==> src/rtl/key_sched.sv <==
// -----------------------------------------------------------------------------
// key_sched : iterative round-key generator.
//
// A master key of four DATAW-bit words (k0..k3) is captured on load. The
// schedule then emits one round key per accepted handshake: rk is always the
// oldest word k0. On every non-final handshake the four-word window slides
// down by one and a freshly mixed word enters at k3. A 5-bit LFSR supplies one
// round-constant bit per step. After NROUNDS keys the block returns to idle
// and pulses done.
//
// Ports:
//   clk       in   single clock, rising edge
//   rst       in   synchronous active-high reset
//   load      in   capture key and start a schedule (honoured only in IDLE)
//   key       in   master key {k3, k2, k1, k0}, 4*DATAW bits
//   rk        out  current round key (k0)
//   rk_valid  out  rk is valid (high throughout RUN)
//   rk_ready  in   consumer accepts rk this cycle
//   rk_idx    out  round number of rk
//   rk_last   out  rk_valid and rk_idx == NROUNDS-1
//   busy      out  schedule in progress
//   done      out  one-cycle pulse after the final handshake
// -----------------------------------------------------------------------------
module key_sched #(
  parameter int DATAW   = 10,
  parameter int NROUNDS = 32,
  parameter int ROUNDW  = 5   // must satisfy 2**ROUNDW >= NROUNDS
) (
  input  logic                 clk,
  input  logic                 rst,
  input  logic                 load,
  input  logic [4*DATAW-1:0]   key,
  output logic [DATAW-1:0]     rk,
  output logic                 rk_valid,
  input  logic                 rk_ready,
  output logic [ROUNDW-1:0]    rk_idx,
  output logic                 rk_last,
  output logic                 busy,
  output logic                 done
);

  typedef enum logic [0:0] {
    ST_IDLE = 1'b0,
    ST_RUN  = 1'b1
  } state_t;

  localparam logic [ROUNDW-1:0] C_LAST      = ROUNDW'(NROUNDS - 1);
  localparam logic [4:0]        C_LFSR_SEED = 5'b00001;
  localparam logic [DATAW-1:0]  C_RCON      = DATAW'(3);

  // Rotate right by a constant amount, done by shifting a doubled copy.
  function automatic logic [DATAW-1:0] rotr(input logic [DATAW-1:0] x,
                                            input int unsigned      n);
    logic [2*DATAW-1:0] dbl;
    dbl = {x, x} >> n;
    return dbl[DATAW-1:0];
  endfunction

  // Mixing function producing the word that enters at k3.
  function automatic logic [DATAW-1:0] next_word(input logic [DATAW-1:0] k0,
                                                 input logic [DATAW-1:0] k1,
                                                 input logic [DATAW-1:0] k3,
                                                 input logic             lfsr_b0);
    logic [DATAW-1:0] t;
    logic [DATAW-1:0] z;
    t = rotr(k3, 3) ^ k1;
    z = {{(DATAW-1){1'b0}}, lfsr_b0};
    return (~k0) ^ t ^ rotr(t, 1) ^ z ^ C_RCON;
  endfunction

  // Fibonacci-style 5-bit LFSR step (taps on bits 4 and 2).
  function automatic logic [4:0] lfsr_step(input logic [4:0] s);
    return {s[3:0], s[4] ^ s[2]};
  endfunction

  state_t              r_state;
  logic [DATAW-1:0]    r_k0;
  logic [DATAW-1:0]    r_k1;
  logic [DATAW-1:0]    r_k2;
  logic [DATAW-1:0]    r_k3;
  logic [ROUNDW-1:0]   r_cnt;
  logic [4:0]          r_lfsr;
  logic                r_last;
  logic                r_done;

  logic [DATAW-1:0]    w_new;
  logic                w_hs;
  logic                w_final;

  // Next schedule word and handshake qualifiers.
  always_comb begin
    w_new   = next_word(r_k0, r_k1, r_k3, r_lfsr[0]);
    w_hs    = (r_state == ST_RUN) && rk_ready;
    w_final = w_hs && (r_cnt == C_LAST);
  end

  // Schedule FSM with key window, round counter, LFSR and status flags.
  always_ff @(posedge clk) begin
    if (rst) begin
      r_state <= ST_IDLE;
      r_k0    <= {DATAW{1'b0}};
      r_k1    <= {DATAW{1'b0}};
      r_k2    <= {DATAW{1'b0}};
      r_k3    <= {DATAW{1'b0}};
      r_cnt   <= {ROUNDW{1'b0}};
      r_lfsr  <= C_LFSR_SEED;
      r_last  <= 1'b0;
      r_done  <= 1'b0;
    end else begin
      r_done <= 1'b0;
      case (r_state)
        ST_IDLE: begin
          if (load) begin
            r_k0    <= key[DATAW-1:0];
            r_k1    <= key[2*DATAW-1:DATAW];
            r_k2    <= key[3*DATAW-1:2*DATAW];
            r_k3    <= key[4*DATAW-1:3*DATAW];
            r_cnt   <= {ROUNDW{1'b0}};
            r_lfsr  <= C_LFSR_SEED;
            // Single-round configurations are last from the first key.
            r_last  <= (C_LAST == {ROUNDW{1'b0}});
            r_state <= ST_RUN;
          end else begin
            r_state <= ST_IDLE;
          end
        end
        ST_RUN: begin
          if (w_final) begin
            // Window and counter hold; only the status changes.
            r_last  <= 1'b0;
            r_done  <= 1'b1;
            r_state <= ST_IDLE;
          end else if (w_hs) begin
            r_k0   <= r_k1;
            r_k1   <= r_k2;
            r_k2   <= r_k3;
            r_k3   <= w_new;
            r_cnt  <= r_cnt + ROUNDW'(1);
            r_lfsr <= lfsr_step(r_lfsr);
            r_last <= ((r_cnt + ROUNDW'(1)) == C_LAST);
          end else begin
            r_state <= ST_RUN;
          end
        end
        default: begin
          r_state <= ST_IDLE;
          r_last  <= 1'b0;
        end
      endcase
    end
  end

  assign rk       = r_k0;
  assign rk_idx   = r_cnt;
  assign rk_valid = (r_state == ST_RUN);
  assign busy     = (r_state == ST_RUN);
  assign rk_last  = r_last;
  assign done     = r_done;

endmodule

==> config.mk <==
export PLATFORM = sky130hd
export DESIGN_NAME = key_sched
export DESIGN_NICKNAME = d
export VERILOG_FILES = /design/src/rtl/key_sched.sv
export SDC_FILE = /design/constraint.sdc
export NUM_CORES = 1
export LEC_CHECK = 0
export BUFFER_PORTS_ARGS = -buffer_cell sky130_fd_sc_hd__buf_2
export CORE_MARGIN = 3
export CORE_UTILIZATION = 50
export DETAILED_ROUTE_END_ITERATION = 8
export MAX_ROUTING_LAYER = met4
export PLACE_DENSITY = 0.79
export SLEW_MARGIN = 20
export SYNTH_ARGS = -nofsm -noshare
export SYNTH_HDL_FRONTEND = slang
export SYNTH_SLANG_ARGS = --single-unit
==> constraint.sdc <==
create_clock -name clk -period 2.3 [get_ports clk]
set_input_delay 0.46 -clock clk [delete_from_list [all_inputs] [get_ports clk]]
set_output_delay 0.46 -clock clk [all_outputs]
set_load 0.1 [all_outputs]
==> impl_metrics.env, run 1 <==
export IMPL_p_int_uw=1590
export IMPL_antenna_left=0
export IMPL_fin_area_um2=3190
export IMPL_grt_util_met1_pct=27.2
export IMPL_run_status="completed"
export IMPL_timing_hold_worst_endpoint="done$_SDFF_PP0_"
export IMPL_critical_path_required_ns=2.52
export IMPL_tritoncts="yes"
export IMPL_fin_cells=397
export IMPL_final_setup_skew_ns=0.00921
export IMPL_top_usage_layer="met2"
export IMPL_routed_via_count=2152
export IMPL_timing_hold_worst_class="in -> reg"
export IMPL_totalWireLength_um=6040
export IMPL_total_gr_overflow=0
export IMPL_power_switching_uw=820
export IMPL_synth_compound_area_share_pct=18.4
export IMPL_cts_reportedPaths_clkPinSlew_ns=0.09
export IMPL_cp_end_kind="flip-flop"
export IMPL_synth_enable_flop_cells=0
export IMPL_worst_path_max_fanout=19
export IMPL_ir_drop_worst_case_vdd_uv=478
export IMPL_multi_input_comb_area_um2=1550
export IMPL_finalSetupTns_ns=0
export IMPL_dpl_cell_area_um2=3090
export IMPL_share_of_cell_area_taken_by_muxes_after_synthesis_pct=11.3
export IMPL_clockPowerShare_pct=25.6
export IMPL_finalCritPeriodShare_pct=88.1
export IMPL_synth_simple_gate_area_share_pct=13.9
export IMPL_route_detailed_vias_per_inst=5.42
export IMPL_final_core_utilization_pct=61.3
export IMPL_ys_warnings_count=0
export IMPL_seq_area_frac_synth_pct=38.5
export IMPL_grtUsageMet2_pct=31.5
export IMPL_most_common_library_cells_after_synthesis="dfxtp_1, nor2_1, mux2i_1"
export IMPL_finalNetCount=374
export IMPL_postSynthNetCount=320
export IMPL_timing_setup_critical_path_class="reg -> reg"
export IMPL_sw_frac_of_total_pct=34.0
export IMPL_maxSlewHeadroom_pct=67.4
export IMPL_worst_skew_pair_late_latency_ns=0.30
export IMPL_synth_most_common_cell="dfxtp_1"
export IMPL_floorplan_die_area_um2=6430
export IMPL_layout_area_seq_um2=1060
export IMPL_drive_gt1_share_pct=31.2
export IMPL_design_core_area_um2=5200
export IMPL_yosys_register_bits=53
export IMPL_wl_per_cell_um=15.2
export IMPL_post_synth_inst_count=273
export IMPL_finalHoldViolations=0
export IMPL_grt_start_max_net_pins=35
export IMPL_report_final_slew_viol_count=0
export IMPL_worstReg2RegStart="rk_idx[1]$_SDFFE_PP0P_"
export IMPL_rsz0062_at_grt="no"
export IMPL_syn_mean_instance_area_um2=10.1
export IMPL_finalSetupViolCount=0
export IMPL_initialDrtViolationCount=162
export IMPL_worst_r2r_setup_slack_ns=0.27
export IMPL_mappedNetlistArea_um2=2750
export IMPL_detail_route_first_pass_iterations=4
export IMPL_grt_usage_pct=20.1
export IMPL_port_buffer_count=62
export IMPL_synth_top_cell_area_share_pct=38.5
export IMPL_synth_flop_cell="dfxtp_1"
export IMPL_maximum_number_of_buffers_from_clock_root_to_sink=2
export IMPL_fp_dieW_um=80.2
export IMPL_numClockSinks=53
export IMPL_cts_repair_timing_setup_buffer_count=0
export IMPL_yosys_cell_types_count=39
export IMPL_worst_slew_pin_slew_ns=0.493
export IMPL_detailedPlacementHpwl_um=4500
export IMPL_ctsHtreeMaxLevel=2
export IMPL_timing_max_cap_violations=0
export IMPL_placed_cells=390
export IMPL_number_of_resized_instances_in_the_post_cts_repair_step=0
export IMPL_antenna_found_initial=0
export IMPL_synth_top_family_by_area="compound AO/OA/AOI/OAI gates"
export IMPL_gp_routability_congestion=0.785
export IMPL_die_extent_in_y_um=80.2
export IMPL_placementRows=26
export IMPL_post_synth_xor_area_fraction_pct=11.3
export IMPL_worst_setup_path_start_kind="flip-flop"
export IMPL_holdCritStartpoint="rk_ready"
export IMPL_worst_r2r_cell_count=7
export IMPL_clock_buffers_created_by_tritoncts=5
export IMPL_grt_pass1_vias=2006
export IMPL_drt_drc_violations_left=0
export IMPL_synthTopCellsByArea="dfxtp_1, mux2i_1, xnor2_1, a211oi_2, nor2_1"
export IMPL_finalWorstPathRequiredPeriod_ns=2.03
export IMPL_pwr_share_comb_pct=30.0
export IMPL_power_dens_cells_nw_per_um2=757
export IMPL_postCtsHoldBufs=0
export IMPL_cellLeakagePower_uw=0.00128
export IMPL_cp_data_arrival_time_ns=2.25
export IMPL_grt_first_pass_wirelength_um=9900
export IMPL_r2r_end="r_k3[0]$_SDFFE_PP0P_"
export IMPL_io_pins=63
export IMPL_seq_power_share_pct=44.4
export IMPL_synthDominantAreaCellType="dfxtp_1"
export IMPL_fill_cells=456
export IMPL_max_clock_freq_ghz=0.494
export IMPL_grt_use_met3_pct=3.14
export IMPL_antennaDiodeCount=0
export IMPL_clk_root_buffer_cell="clkbuf_8"
export IMPL_floorplan_initialDensity_pct=52.9
export IMPL_postSynth_asyncResetShare_pct=0
export IMPL_area_growth_pct=15.9
export IMPL_holdPathStages=3
export IMPL_yosys_area_share_adder_pct=1.36
-- worst max-delay path: stages, from the launching register on --
cell and delay [ns]:
dfxtp_2 0.38, ha_1 0.19, and3_1 0.16, ha_1 0.19, and3b_4 0.28, nor2_4 0.38, a21oi_1 0.12, a311oi_1 0.23
-- metrics by stage --
stage	setup WS [ns]	hold slack (ns)	power [uW]
5_1_grt	0.137	0.484	2530
2_1_floorplan	0.0120	0.466	1680
3_5_place_dp	0.275	0.465	1820
6_report	0.275	0.477	2410
4_1_cts	0.282	0.455	2430
3_3_place_gp	0.371	0.468	1800
-- metal layers --
layer	vias to the layer above	share of wire, %
met5	-	0
met4	0	1.4
li1	1094	-
met1	997	48
met3	10	4.6
met2	51	46
-- registers in the layout, summed over array words and instances, names as in the netlist, 5 cells and up --
register	count
rk	10
r_k1	10
r_lfsr	5
r_k2	10
rk_idx	5
r_k3	10
-- worst max-delay path by stage --
stage,from,endpoint,slack (ns)
floorplan,rk_idx[2]$_SDFFE_PP0P_,rk_idx[0]$_SDFFE_PP0P_,0.01
global placement,rk_idx[1]$_SDFFE_PP0P_,r_k3[0]$_SDFFE_PP0P_,0.37
detailed placement,rk_idx[1]$_SDFFE_PP0P_,r_k3[0]$_SDFFE_PP0P_,0.28
CTS,rk_idx[1]$_SDFFE_PP0P_,r_k3[0]$_SDFFE_PP0P_,0.28
global route,rk_idx[1]$_SDFFE_PP0P_,r_k3[0]$_SDFFE_PP0P_,0.14
finish,rk_idx[1]$_SDFFE_PP0P_,r_k3[0]$_SDFFE_PP0P_,0.27
-- layout by cell type, fill, tap and decap left out, types with 2 or more instances in the layout --
master	netlist	final
dfxtp_2	0	3
clkbuf_8	0	5
o21ai_1	6	6
nand3_1	2	2
nor2_1	41	41
a211oi_2	16	16
nor4b_1	7	7
ha_1	3	3
dfxtp_1	53	50
mux2i_1	31	31
a31oi_1	8	8
xor2_1	3	3
xnor2_1	28	28
nand2_1	7	7
a22oi_1	7	7
a211oi_1	15	15
buf_12	0	2
buf_4	10	4
a21oi_1	4	4
o21ai_0	3	3
buf_2	6	62
-- cell type report --
type | count | share of cell area [%]
inverter | 2 | 0.235
tap | 70 | 2.75
clock inverter | 2 | 1.10
timing repair buffer | 68 | 11.9
sequential | 53 | 33.4
clock buffer | 5 | 2.16
multi-input combinational | 197 | 48.5
-- power by group through the flow --
| stage | Clock [uW] | Sequential [uW] | Combinational (uW) |
|---|---|---|---|
| finish | 617 | 1070 | 725 |
| global route | 661 | 1080 | 783 |
| floorplan | 0 | 1220 | 463 |
| CTS | 626 | 1070 | 729 |
| global placement | 0 | 1090 | 709 |
| detailed placement | 0 | 1090 | 726 |
-- cells by family (layout without fill, tap and decap cells) --
kind of cell | Yosys count | after routing
AO/OA/AOI/OAI | 62 | 62
multiplexers | 31 | 31
AND/OR/NAND/NOR | 68 | 68
adder cells (fa/ha/maj) | 3 | 3
XOR/XNOR | 33 | 33
buffers and inverters | 23 | 77
flip-flops | 53 | 53
No activity file was read; power rests on OpenSTA's default activity.
==> inputs of run 2 (changes only) <==
BUFFER_PORTS_ARGS = default   (was -buffer_cell sky130_fd_sc_hd__buf_2)
CTS_BUF_LIST = sky130_fd_sc_hd__clkbuf_4 sky130_fd_sc_hd__clkbuf_8   (was default)
DONT_BUFFER_PORTS = 1   (was default)
PLACE_DENSITY = 0.69   (was 0.79)
==> impl_metrics.env, run 2 (synthesis gave the netlist of run 1 again) <==
export IMPL_report_final_slew_viol_count=0
export IMPL_initialDrtViolationCount=143
export IMPL_ctsHtreeMaxLevel=2
export IMPL_worstReg2RegStart="rk_idx[0]$_SDFFE_PP0P_"
export IMPL_worst_r2r_setup_slack_ns=0.37
export IMPL_area_growth_pct=9.36
export IMPL_max_clock_freq_ghz=0.517
export IMPL_cellLeakagePower_uw=0.00110
export IMPL_maximum_number_of_buffers_from_clock_root_to_sink=2
export IMPL_number_of_resized_instances_in_the_post_cts_repair_step=0
export IMPL_most_used_cells_in_the_layout_excluding_fill_and_tap_cells="dfxtp_1, nor2_1, mux2i_1"
export IMPL_cp_data_arrival_time_ns=2.16
export IMPL_cp_end_kind="flip-flop"
export IMPL_io_pins=63
export IMPL_floorplan_die_area_um2=6430
export IMPL_worst_skew_pair_late_latency_ns=0.31
export IMPL_antennaDiodeCount=0
export IMPL_tritoncts="yes"
export IMPL_worst_r2r_cell_count=7
export IMPL_clockPowerShare_pct=27.7
export IMPL_final_setup_skew_ns=0.00743
export IMPL_floorplan_initialDensity_pct=52.9
export IMPL_routed_via_count=1941
export IMPL_route_detailed_vias_per_inst=5.53
export IMPL_finalNetCount=327
export IMPL_grt_start_max_net_pins=54
export IMPL_p_int_uw=1630
export IMPL_totalWireLength_um=5830
export IMPL_sw_frac_of_total_pct=32.6
export IMPL_design_core_area_um2=5200
export IMPL_placementRows=26
export IMPL_fin_area_um2=3010
export IMPL_holdCritStartpoint="rst"
export IMPL_finalSetupTns_ns=0
export IMPL_worst_setup_path_start_kind="flip-flop"
export IMPL_detailedPlacementHpwl_um=4320
export IMPL_timing_setup_critical_path_class="reg -> reg"
export IMPL_dpl_cell_area_um2=2890
export IMPL_drive_gt1_share_pct=19.9
export IMPL_maxSlewHeadroom_pct=63.2
export IMPL_grt_pass1_vias=1897
export IMPL_timing_max_cap_violations=0
export IMPL_finalHoldViolations=0
export IMPL_rsz0062_at_grt="no"
export IMPL_clock_buffers_created_by_tritoncts=5
export IMPL_worst_slew_pin_slew_ns=0.552
export IMPL_power_switching_uw=786
export IMPL_port_buffer_count=0
export IMPL_die_extent_in_y_um=80.2
export IMPL_finalCritPeriodShare_pct=84.1
export IMPL_critPathCapture="r_k3[0]$_SDFFE_PP0P_"
export IMPL_drt_drc_violations_left=0
export IMPL_clk_root_buffer_cell="clkbuf_8"
export IMPL_timing_hold_worst_class="in -> reg"
export IMPL_finalWorstPathRequiredPeriod_ns=1.93
export IMPL_wl_per_cell_um=16.6
export IMPL_critical_path_required_ns=2.53
export IMPL_cts_reportedPaths_clkPinSlew_ns=0.10
export IMPL_detail_route_first_pass_iterations=4
export IMPL_fp_dieW_um=80.2
export IMPL_postCtsHoldBufs=0
export IMPL_worst_path_max_fanout=19
export IMPL_run_status="completed"
export IMPL_seq_power_share_pct=44.3
export IMPL_total_gr_overflow=0
export IMPL_finalSetupViolCount=0
export IMPL_grt_usage_pct=19.3
export IMPL_start_point_of_the_critical_path="rk_idx[0]$_SDFFE_PP0P_"
export IMPL_ir_drop_worst_case_vdd_uv=495
export IMPL_gp_routability_congestion=0.852
export IMPL_commonest_non_fill_non_tap_cell_in_the_layout="dfxtp_1"
export IMPL_power_dens_cells_nw_per_um2=801
export IMPL_antenna_left=0
export IMPL_r2r_end="r_k3[0]$_SDFFE_PP0P_"
export IMPL_numClockSinks=53
export IMPL_pwr_share_comb_pct=28.0
export IMPL_antenna_found_initial=0
export IMPL_cts_repair_timing_setup_buffer_count=0
export IMPL_grt_first_pass_wirelength_um=9390
==> run 2: cell count changes in the layout (fill, tap and decap cells not counted), sizes merged <==
cell | before | now
buf | 68 | 21
clkbuf | 5 | 7
clkinv | 2 | 1
==> run 2: power groups by stage <==
stage                     Clock, uW  Combinational (uW)  Sequential (uW)
after floorplan                   0                 463             1220
after global placement            0                 667             1090
after detailed placement          0                 680             1090
after CTS                       677                 681             1070
after global routing            710                 730             1080
final                           668                 676             1070
==> run 2: metal layers <==
layer | up-vias | share of wire, % | GRT usage [%]
li1 | 997 | - | -
met1 | 892 | 44 | 24.9
met2 | 46 | 48 | 30.3
met3 | 6 | 6.8 | 5.04
met4 | 0 | 0.91 | 4.73
met5 | - | 0 | -
==> run 2: final cells by class <==
cell class                      count  area [um^2]
Clock inverter                      1         30.0
Timing Repair Buffer               21          183
Clock buffer                        7         90.1
Sequential cell                    53         1070
Inverter                            2         7.51
Multi-Input combinational cell    197         1550
Tap cell                           70         87.6
Fill cell                         464         2190
==> run 2: per-stage QoR <==
stage / total power, uW / setup WS, ns / util (%) / hold WS, ns / instances
2_1_floorplan: 1680 / 0.0120 / - / 0.466 / 273
3_3_place_gp: 1760 / 0.424 / 55.5 / 0.480 / 343
3_5_place_dp: 1770 / 0.350 / 55.5 / 0.488 / 343
4_1_cts: 2430 / 0.345 / 57.8 / 0.202 / 351
5_1_grt: 2520 / 0.197 / 57.8 / 0.194 / 351
6_report: 2410 / 0.366 / 57.8 / 0.206 / 351
==> run 2: worst min-delay path by stage <==
stage                                  end  slack (ns)  depth (start not counted)
finish                r_k2[2]$_SDFFE_PP0P_        0.21                          1
floorplan           r_lfsr[1]$_SDFFE_PP0P_        0.47                          2
CTS                   r_k2[2]$_SDFFE_PP0P_        0.20                          1
global route          r_k2[2]$_SDFFE_PP0P_        0.19                          1
detailed placement    r_k2[8]$_SDFFE_PP0P_        0.49                          2
global placement      r_k2[8]$_SDFFE_PP0P_        0.48                          2
==> run 2: worst max-delay path, stage by stage (launching register included) <==
cell	delay, ns
dfxtp_2	0.33
ha_1	0.17
and3_1	0.16
ha_1	0.20
and3b_4	0.28
nor2_4	0.36
a21oi_1	0.12
a311oi_1	0.23
